**src/rtl/poly_oscillator_bank.sv**
```systemverilog
// poly_oscillator_bank: time-multiplexed bank of VOICES phase-accumulator
// oscillators. A sample_tick starts a frame that walks every voice, one per
// cycle, emitting per-voice samples, then presents the signed mix of the frame.
// Optional build macro: OSC_PULSE_WIDTH_EN adds a per-voice pulse width input
// and turns mode 3 into a PULSE waveform (otherwise mode 3 is silent).
module poly_oscillator_bank #(
  parameter int VOICES      = 8,
  parameter int AUDIO_WIDTH = 24,
  parameter int PHASE_WIDTH = 32,
  localparam int VW = (VOICES > 1) ? $clog2(VOICES) : 1,
  localparam int AW = AUDIO_WIDTH,
  localparam int PW = PHASE_WIDTH,
  localparam int MW = AUDIO_WIDTH + $clog2(VOICES)
) (
  input  logic          clock,
  input  logic          reset_l,
  input  logic          sample_tick,
  input  logic          cfg_we,
  input  logic [VW-1:0] cfg_voice,
  input  logic [PW-1:0] cfg_increment,
  input  logic [1:0]    cfg_mode,
`ifdef OSC_PULSE_WIDTH_EN
  input  logic [PW-1:0] cfg_pulse_width,
`endif
  input  logic          cfg_enable,
  output logic          busy,
  output logic          overrun,
  output logic          voice_valid,
  output logic [VW-1:0] voice_index,
  output logic [AW-1:0] voice_sample,
  output logic          mix_valid,
  output logic [MW-1:0] mix
);

  localparam logic [AW-1:0] MAX_S    = {1'b0, {(AW-1){1'b1}}};
  localparam logic [AW-1:0] MIN_S    = {1'b1, {(AW-1){1'b0}}};
  localparam logic [VW-1:0] LAST_IDX = VW'(VOICES - 1);

  typedef enum logic [1:0] {
    ST_IDLE = 2'd0,
    ST_RUN  = 2'd1,
    ST_MIX  = 2'd2
  } state_t;

  state_t        state_q, state_d;
  logic [VW-1:0] idx_q, idx_d;

  // Per-voice configuration and phase
  logic [PW-1:0]     phase_q [VOICES];
  logic [PW-1:0]     inc_q   [VOICES];
  logic [1:0]        mode_q  [VOICES];
  logic [VOICES-1:0] en_q;
`ifdef OSC_PULSE_WIDTH_EN
  logic [PW-1:0]     width_q [VOICES];
`endif

  // Output / datapath registers
  logic          busy_q, busy_d;
  logic          ovr_pend_q, ovr_pend_d;
  logic          overrun_q, overrun_d;
  logic          vvalid_q, vvalid_d;
  logic [VW-1:0] vindex_q, vindex_d;
  logic [AW-1:0] vsample_q, vsample_d;
  logic          mvalid_q, mvalid_d;
  logic [MW-1:0] mix_q, mix_d;
  logic [MW-1:0] acc_q, acc_d;

  logic [AW-1:0] cur_sample_s;
  logic          adv_s;

  // SAW / SQUARE / TRIANGLE from the top phase bits; offset removal is an MSB flip.
  function automatic logic [AW-1:0] wave_sample(input logic [AW-1:0] top,
                                                input logic [AW-1:0] u,
                                                input logic [1:0]    mode);
    logic [AW-1:0] t;
    t = top[AW-1] ? ~u : u;
    case (mode)
      2'd0:    wave_sample = top ^ MIN_S;
      2'd1:    wave_sample = top[AW-1] ? MIN_S : MAX_S;
      2'd2:    wave_sample = t ^ MIN_S;
      default: wave_sample = '0;
    endcase
  endfunction

  // State and frame-position register
  always_ff @(posedge clock) begin
    if (!reset_l) begin
      state_q <= ST_IDLE;
      idx_q   <= '0;
    end else begin
      state_q <= state_d;
      idx_q   <= idx_d;
    end
  end

  // Next-state: IDLE -> RUN (one voice per cycle) -> MIX -> IDLE
  always_comb begin
    state_d = state_q;
    idx_d   = idx_q;
    case (state_q)
      ST_IDLE: begin
        if (sample_tick) begin
          state_d = ST_RUN;
          idx_d   = '0;
        end else begin
          state_d = ST_IDLE;
          idx_d   = idx_q;
        end
      end
      ST_RUN: begin
        if (idx_q == LAST_IDX) begin
          state_d = ST_MIX;
          idx_d   = '0;
        end else begin
          state_d = ST_RUN;
          idx_d   = idx_q + VW'(1);
        end
      end
      ST_MIX: begin
        state_d = ST_IDLE;
        idx_d   = '0;
      end
      default: begin
        state_d = ST_IDLE;
        idx_d   = '0;
      end
    endcase
  end

  // Sample of the voice currently addressed, from its phase before the update
  always_comb begin
    cur_sample_s = '0;
    if (en_q[idx_q]) begin
      cur_sample_s = wave_sample(phase_q[idx_q][PW-1 -: AW],
                                 phase_q[idx_q][PW-2 -: AW],
                                 mode_q[idx_q]);
`ifdef OSC_PULSE_WIDTH_EN
      if (mode_q[idx_q] == 2'd3) begin
        cur_sample_s = (phase_q[idx_q] < width_q[idx_q]) ? MAX_S : MIN_S;
      end else begin
        cur_sample_s = cur_sample_s;
      end
`endif
    end else begin
      cur_sample_s = '0;
    end
  end

  assign adv_s = (state_q == ST_RUN) && en_q[idx_q];

  // Output next-state: voice stream, mix accumulation, busy and overrun flags
  always_comb begin
    busy_d     = (state_q != ST_IDLE);
    ovr_pend_d = sample_tick && (state_q != ST_IDLE);
    overrun_d  = ovr_pend_q;
    vvalid_d   = 1'b0;
    vindex_d   = vindex_q;
    vsample_d  = vsample_q;
    mvalid_d   = 1'b0;
    mix_d      = mix_q;
    acc_d      = acc_q;
    case (state_q)
      ST_IDLE: begin
        if (sample_tick) begin
          acc_d = '0;
        end else begin
          acc_d = acc_q;
        end
      end
      ST_RUN: begin
        vvalid_d  = 1'b1;
        vindex_d  = idx_q;
        vsample_d = cur_sample_s;
        acc_d     = acc_q + MW'($signed(cur_sample_s));
      end
      ST_MIX: begin
        mvalid_d = 1'b1;
        mix_d    = acc_q;
      end
      default: begin
        acc_d = acc_q;
      end
    endcase
  end

  // Output registers
  always_ff @(posedge clock) begin
    if (!reset_l) begin
      busy_q     <= 1'b0;
      ovr_pend_q <= 1'b0;
      overrun_q  <= 1'b0;
      vvalid_q   <= 1'b0;
      vindex_q   <= '0;
      vsample_q  <= '0;
      mvalid_q   <= 1'b0;
      mix_q      <= '0;
      acc_q      <= '0;
    end else begin
      busy_q     <= busy_d;
      ovr_pend_q <= ovr_pend_d;
      overrun_q  <= overrun_d;
      vvalid_q   <= vvalid_d;
      vindex_q   <= vindex_d;
      vsample_q  <= vsample_d;
      mvalid_q   <= mvalid_d;
      mix_q      <= mix_d;
      acc_q      <= acc_d;
    end
  end

  // Voice registers: advance the processed voice, then apply config writes.
  // A write lands after the advance so an enable rising edge clears the phase.
  always_ff @(posedge clock) begin
    if (!reset_l) begin
      for (int v = 0; v < VOICES; v++) begin
        phase_q[v] <= '0;
        inc_q[v]   <= '0;
        mode_q[v]  <= 2'd0;
`ifdef OSC_PULSE_WIDTH_EN
        width_q[v] <= {1'b1, {(PW-1){1'b0}}};
`endif
      end
      en_q <= '0;
    end else begin
      for (int v = 0; v < VOICES; v++) begin
        if (adv_s && (idx_q == VW'(v))) begin
          phase_q[v] <= phase_q[v] + inc_q[v];
        end
        if (cfg_we && (cfg_voice == VW'(v))) begin
          inc_q[v]  <= cfg_increment;
          mode_q[v] <= cfg_mode;
          en_q[v]   <= cfg_enable;
`ifdef OSC_PULSE_WIDTH_EN
          width_q[v] <= cfg_pulse_width;
`endif
          if (cfg_enable && !en_q[v]) begin
            phase_q[v] <= '0;
          end
        end
      end
    end
  end

  assign busy         = busy_q;
  assign overrun      = overrun_q;
  assign voice_valid  = vvalid_q;
  assign voice_index  = vindex_q;
  assign voice_sample = vsample_q;
  assign mix_valid    = mvalid_q;
  assign mix          = mix_q;

endmodule
```
**config.mk**
```make
export PLATFORM = sky130hd
export DESIGN_NAME = poly_oscillator_bank
export DESIGN_NICKNAME = d
export VERILOG_FILES = /design/src/rtl/poly_oscillator_bank.sv
export SDC_FILE = /design/constraint.sdc
export NUM_CORES = 2
export LEC_CHECK = 0
export CORE_MARGIN = 2
export CORE_UTILIZATION = 30
export DETAILED_ROUTE_END_ITERATION = 10
export MAX_ROUTING_LAYER = met4
export PLACE_DENSITY = 0.47
export SYNTH_ARGS = -nofsm -noshare
export SYNTH_HDL_FRONTEND = slang
export SYNTH_SLANG_ARGS = --single-unit
```
**constraint.sdc**
```tcl
create_clock -name clock -period 9.8 [get_ports clock]
set_clock_uncertainty 0.05 [all_clocks]
set_input_delay 1.96 -clock clock [delete_from_list [all_inputs] [get_ports clock]]
set_output_delay 1.96 -clock clock [all_outputs]
set_load 0.005 [all_outputs]
```
==> flow_summary.yaml <==
worst_setup_path:
  timing.rr.end: "acc_q[22]"
  cp_slowest_cell: "dfxtp_4"
  r2r_slack_ns: 3.12
  cp_slowest_stage_delay_ns: 0.67
  crit_chain: "buf_4, mux4_2, mux2_4, inv_2, or2_1, o22ai_1, a22oi_1, nor2_1, ha_1, fa_1, a211oi_1, o31ai_2, o21ai_1, a21oi_1, o31ai_1, a31oi_2, a21o_1, a31oi_1, xor2_1, o21ai_0"
  path_class: "flip-flop to flip-flop"
  arrival_ns: 7.14
  r2r_cells: 20
  cp-end-kind: "flip-flop"
  path_max_fanout: 29
  cp.required_ns: 10.26
  start_kind: "flip-flop"
grt:
  grt_overflow: 0
  grt_pass1_vias: 26800
  grt_pass1_wl_um: 173000
  grt_usage: 0.187
  antenna_found_initial: 10
  grt_max_degree: 65
synth:
  synthFlopType: "edfxtp_1"
  post-synth-top-area-fraction: 0.425
  synth_edf_count: 528
  synth_area_leaders: "edfxtp_1 42%, ha_1 9.4%, nor2_1 5.6%"
  seq_area_frac_synth: 0.480
  synthCells: 3585
  post_synth_num_cell_types: 84
  ys.warnings.count: 0
  yosys.area.top_type: "edfxtp_1"
  synthesis.area_mm2: 0.0373
  syn_area_per_cell_um2: 10.4
  ys_seq_elements: 630
  syn-num-nets: 3916
  async_reset_ff_frac: 0
clocking:
  clk_pin_slew_ns: 0.06
  cts.sinks: 630
  hold_buffers: 0
  post_cts_buffers: 0
  cts_buffers: 78
  clock_latency_ns: 0.66
  cts-resized-gates: 0
  root_buffer: "clkbuf_16"
  cts_htree_levels: 3
  cts_buffer_depth: 3
  cts_tree: "done"
final_layout:
  layout_common_cells: "556 x nor2_1, 528 x edfxtp_1, 287 x nand2_1"
  syn_to_final_growth_pct: 14.7
  fin_util: 0.346
  register_area_mm2: 0.0179
  layout.cells.most_common: "nor2_1"
  n_fill_cell: 12600
  final_nets: 4005
  multi_input_comb_area_mm2: 0.0185
  drive_gt1_frac: 0.0714
timing:
  finalSetupViolCount: 0
  tns_ns: 0
  max_slew_margin: 0.270
  hold_slack_ns: 0.391
  finalCriticalPeriod_ns: 6.68
  fmax_ghz: 0.150
  worst_pin_slew_ns: 1.10
  hold_viol: 0
  fin_crit_sh: 0.682
  rsz0062_at_grt: "no"
  drv_slew: 0
detailed_routing:
  vias_per_cell: 5.11
  drt-pass1-iter-count: 5
  totalWireLength_um: 116000
  drt_iter0_drc: 2387
  vias: 27500
  detail-route-antenna-nets: 0
  drc: 0
  wl_per_cell_um: 21.7
die:
  die_width_um: 357
  ios: 100
  initial_core_util: 0.302
  design.die.area_mm2: 0.127
  coreArea_mm2: 0.124
  die_h_um: 357
  fp-row-count: 129
placement:
  hpwl_um: 84400
  gp_congestion: 0.891
  io_buffers: 99
min_path:
  min_to: "overrun"
  min-delay-start: "overrun_d"
  hp-class: "flip-flop to flip-flop"
  hold_depth: 1
pwr:
  internal-power_mw: 5.32
  swShare: 0.293
  p_seq_frac: 0.429
  combinationalPowerShare: 0.191
  clock_power_share: 0.380
  power_density_mw_per_mm2: 176
  p_leak_nw: 16.7
  power_switching_mw: 2.20
  p_total_mw: 7.52
  ir_drop_mv: 0.115
outcome:
  status: "complete, no violations"
job:
  maxCapViolations: 0
## layout make-up
cell class / instances / share of cell area
well taps: 1637 / 0.0479
clock buffers: 100 / 0.0480
clock inverters: 43 / 0.0106
diodes: 2 / 0.000117
inverters: 142 / 0.0125
repair buffers: 140 / 0.0303
flip-flops and latches: 630 / 0.418
multi-input cells: 2682 / 0.432
## power by group through the flow
| stage | Clock, mW | Sequential (mW) | Combinational (mW) |
|---|---|---|---|
| 5_1_grt | 3.04 | 3.24 | 1.60 |
| 3_3_place_gp | 0 | 3.29 | 1.43 |
| 3_5_place_dp | 0 | 3.28 | 1.43 |
| 2_1_floorplan | 0 | 3.20 | 1.08 |
| 4_1_cts | 2.94 | 3.23 | 1.44 |
| 6_report | 2.86 | 3.22 | 1.44 |
## cell usage after synthesis, types with 10 or more instances
| master | count |
|---|---|
| dfxtp_1 | 102 |
| mux4_2 | 56 |
| a21oi_1 | 194 |
| xor2_1 | 109 |
| a21o_1 | 136 |
| nor3b_1 | 14 |
| or3_1 | 16 |
| o21bai_1 | 30 |
| nand2b_1 | 47 |
| nand2_1 | 290 |
| a21boi_1 | 21 |
| nand3_1 | 47 |
| buf_2 | 14 |
| ha_1 | 280 |
| a31oi_1 | 25 |
| nor3_1 | 64 |
| nand4_1 | 23 |
| nor2b_1 | 69 |
| o211ai_1 | 11 |
| o22ai_1 | 28 |
| o31a_1 | 12 |
| nor2_1 | 556 |
| or2_2 | 10 |
| xnor2_1 | 108 |
| clkbuf_1 | 95 |
| o21a_1 | 36 |
| and3_1 | 27 |
| a211oi_1 | 33 |
| inv_1 | 141 |
| o21ai_0 | 151 |
| and2_1 | 21 |
| a22oi_1 | 36 |
| o21ai_1 | 24 |
| mux2i_1 | 32 |
| a21boi_0 | 45 |
| buf_1 | 20 |
| edfxtp_1 | 528 |
## per-stage QoR
step / setup slack [ns] / std cells / cell area (um2)
2_1_floorplan: 5.08 / 3585 / 37300
3_3_place_gp: 3.23 / 5231 / 40300
3_5_place_dp: 3.15 / 5231 / 40300
4_1_cts: 3.08 / 5374 / 42800
5_1_grt: 2.53 / 5375 / 42800
6_report: 3.12 / 5376 / 42800
## metal layers
metal | share of wire | GRT usage | wire [um] | up-vias
met5 | 0 | - | 0 | -
met4 | 0.031 | 0.0576 | 3660 | 0
met3 | 0.057 | 0.0319 | 6620 | 167
met2 | 0.44 | 0.284 | 51700 | 703
met1 | 0.47 | 0.253 | 54400 | 13300
li1 | - | - | - | 13300
## flip-flops by register name, indices dropped and copies added, names as in the netlist, named ones only
name / count
busy: 1
mix: 27
phase_q: 256
state_q: 2
overrun: 1
voice_index: 3
acc_q: 27
voice_valid: 1
overrun_d: 1
mode_q: 16
voice_sample: 24
en_q: 8
idx_q: 3
inc_q: 256
mix_valid: 1
## cell families (layout without fill, tap and decap cells)
kind of cell               count (synthesis)  in the layout  share of synthesized area
and+or+nand+nor                         1220           1220                      0.146
AOI/OAI and AO/OA                        863            863                      0.152
DFF                                      630            630                      0.480
adders and majority gates                289            289                     0.0987
buffers and inverters                    273            425                     0.0282
xor gates and xnor gates                 217            217                     0.0509
muxes                                     93             93                     0.0443
other                                      0              2                          0
## worst max-delay path, delay by kind of cell (launching register included)
family | cells | cell delay [ns]
AOI/OAI and AO/OA | 11 | 2.54
xor gates and xnor gates | 1 | 0.16
adders and majority gates | 2 | 0.66
buffers and inverters | 2 | 0.70
DFF | 1 | 0.67
muxes | 2 | 1.00
and+or+nand+nor | 2 | 0.72
## how the worst max path moves through the flow
stage,slack (ns),end,cells past startpoint,startpoint
2_1_floorplan,5.08,acc_q[22],20,flip-flop
3_3_place_gp,3.23,acc_q[22],20,flip-flop
3_5_place_dp,3.15,acc_q[22],20,flip-flop
4_1_cts,3.08,acc_q[22],20,flip-flop
5_1_grt,2.53,acc_q[22],20,flip-flop
6_report,3.12,acc_q[22],20,flip-flop
Power figures use the tool's default switching activity.
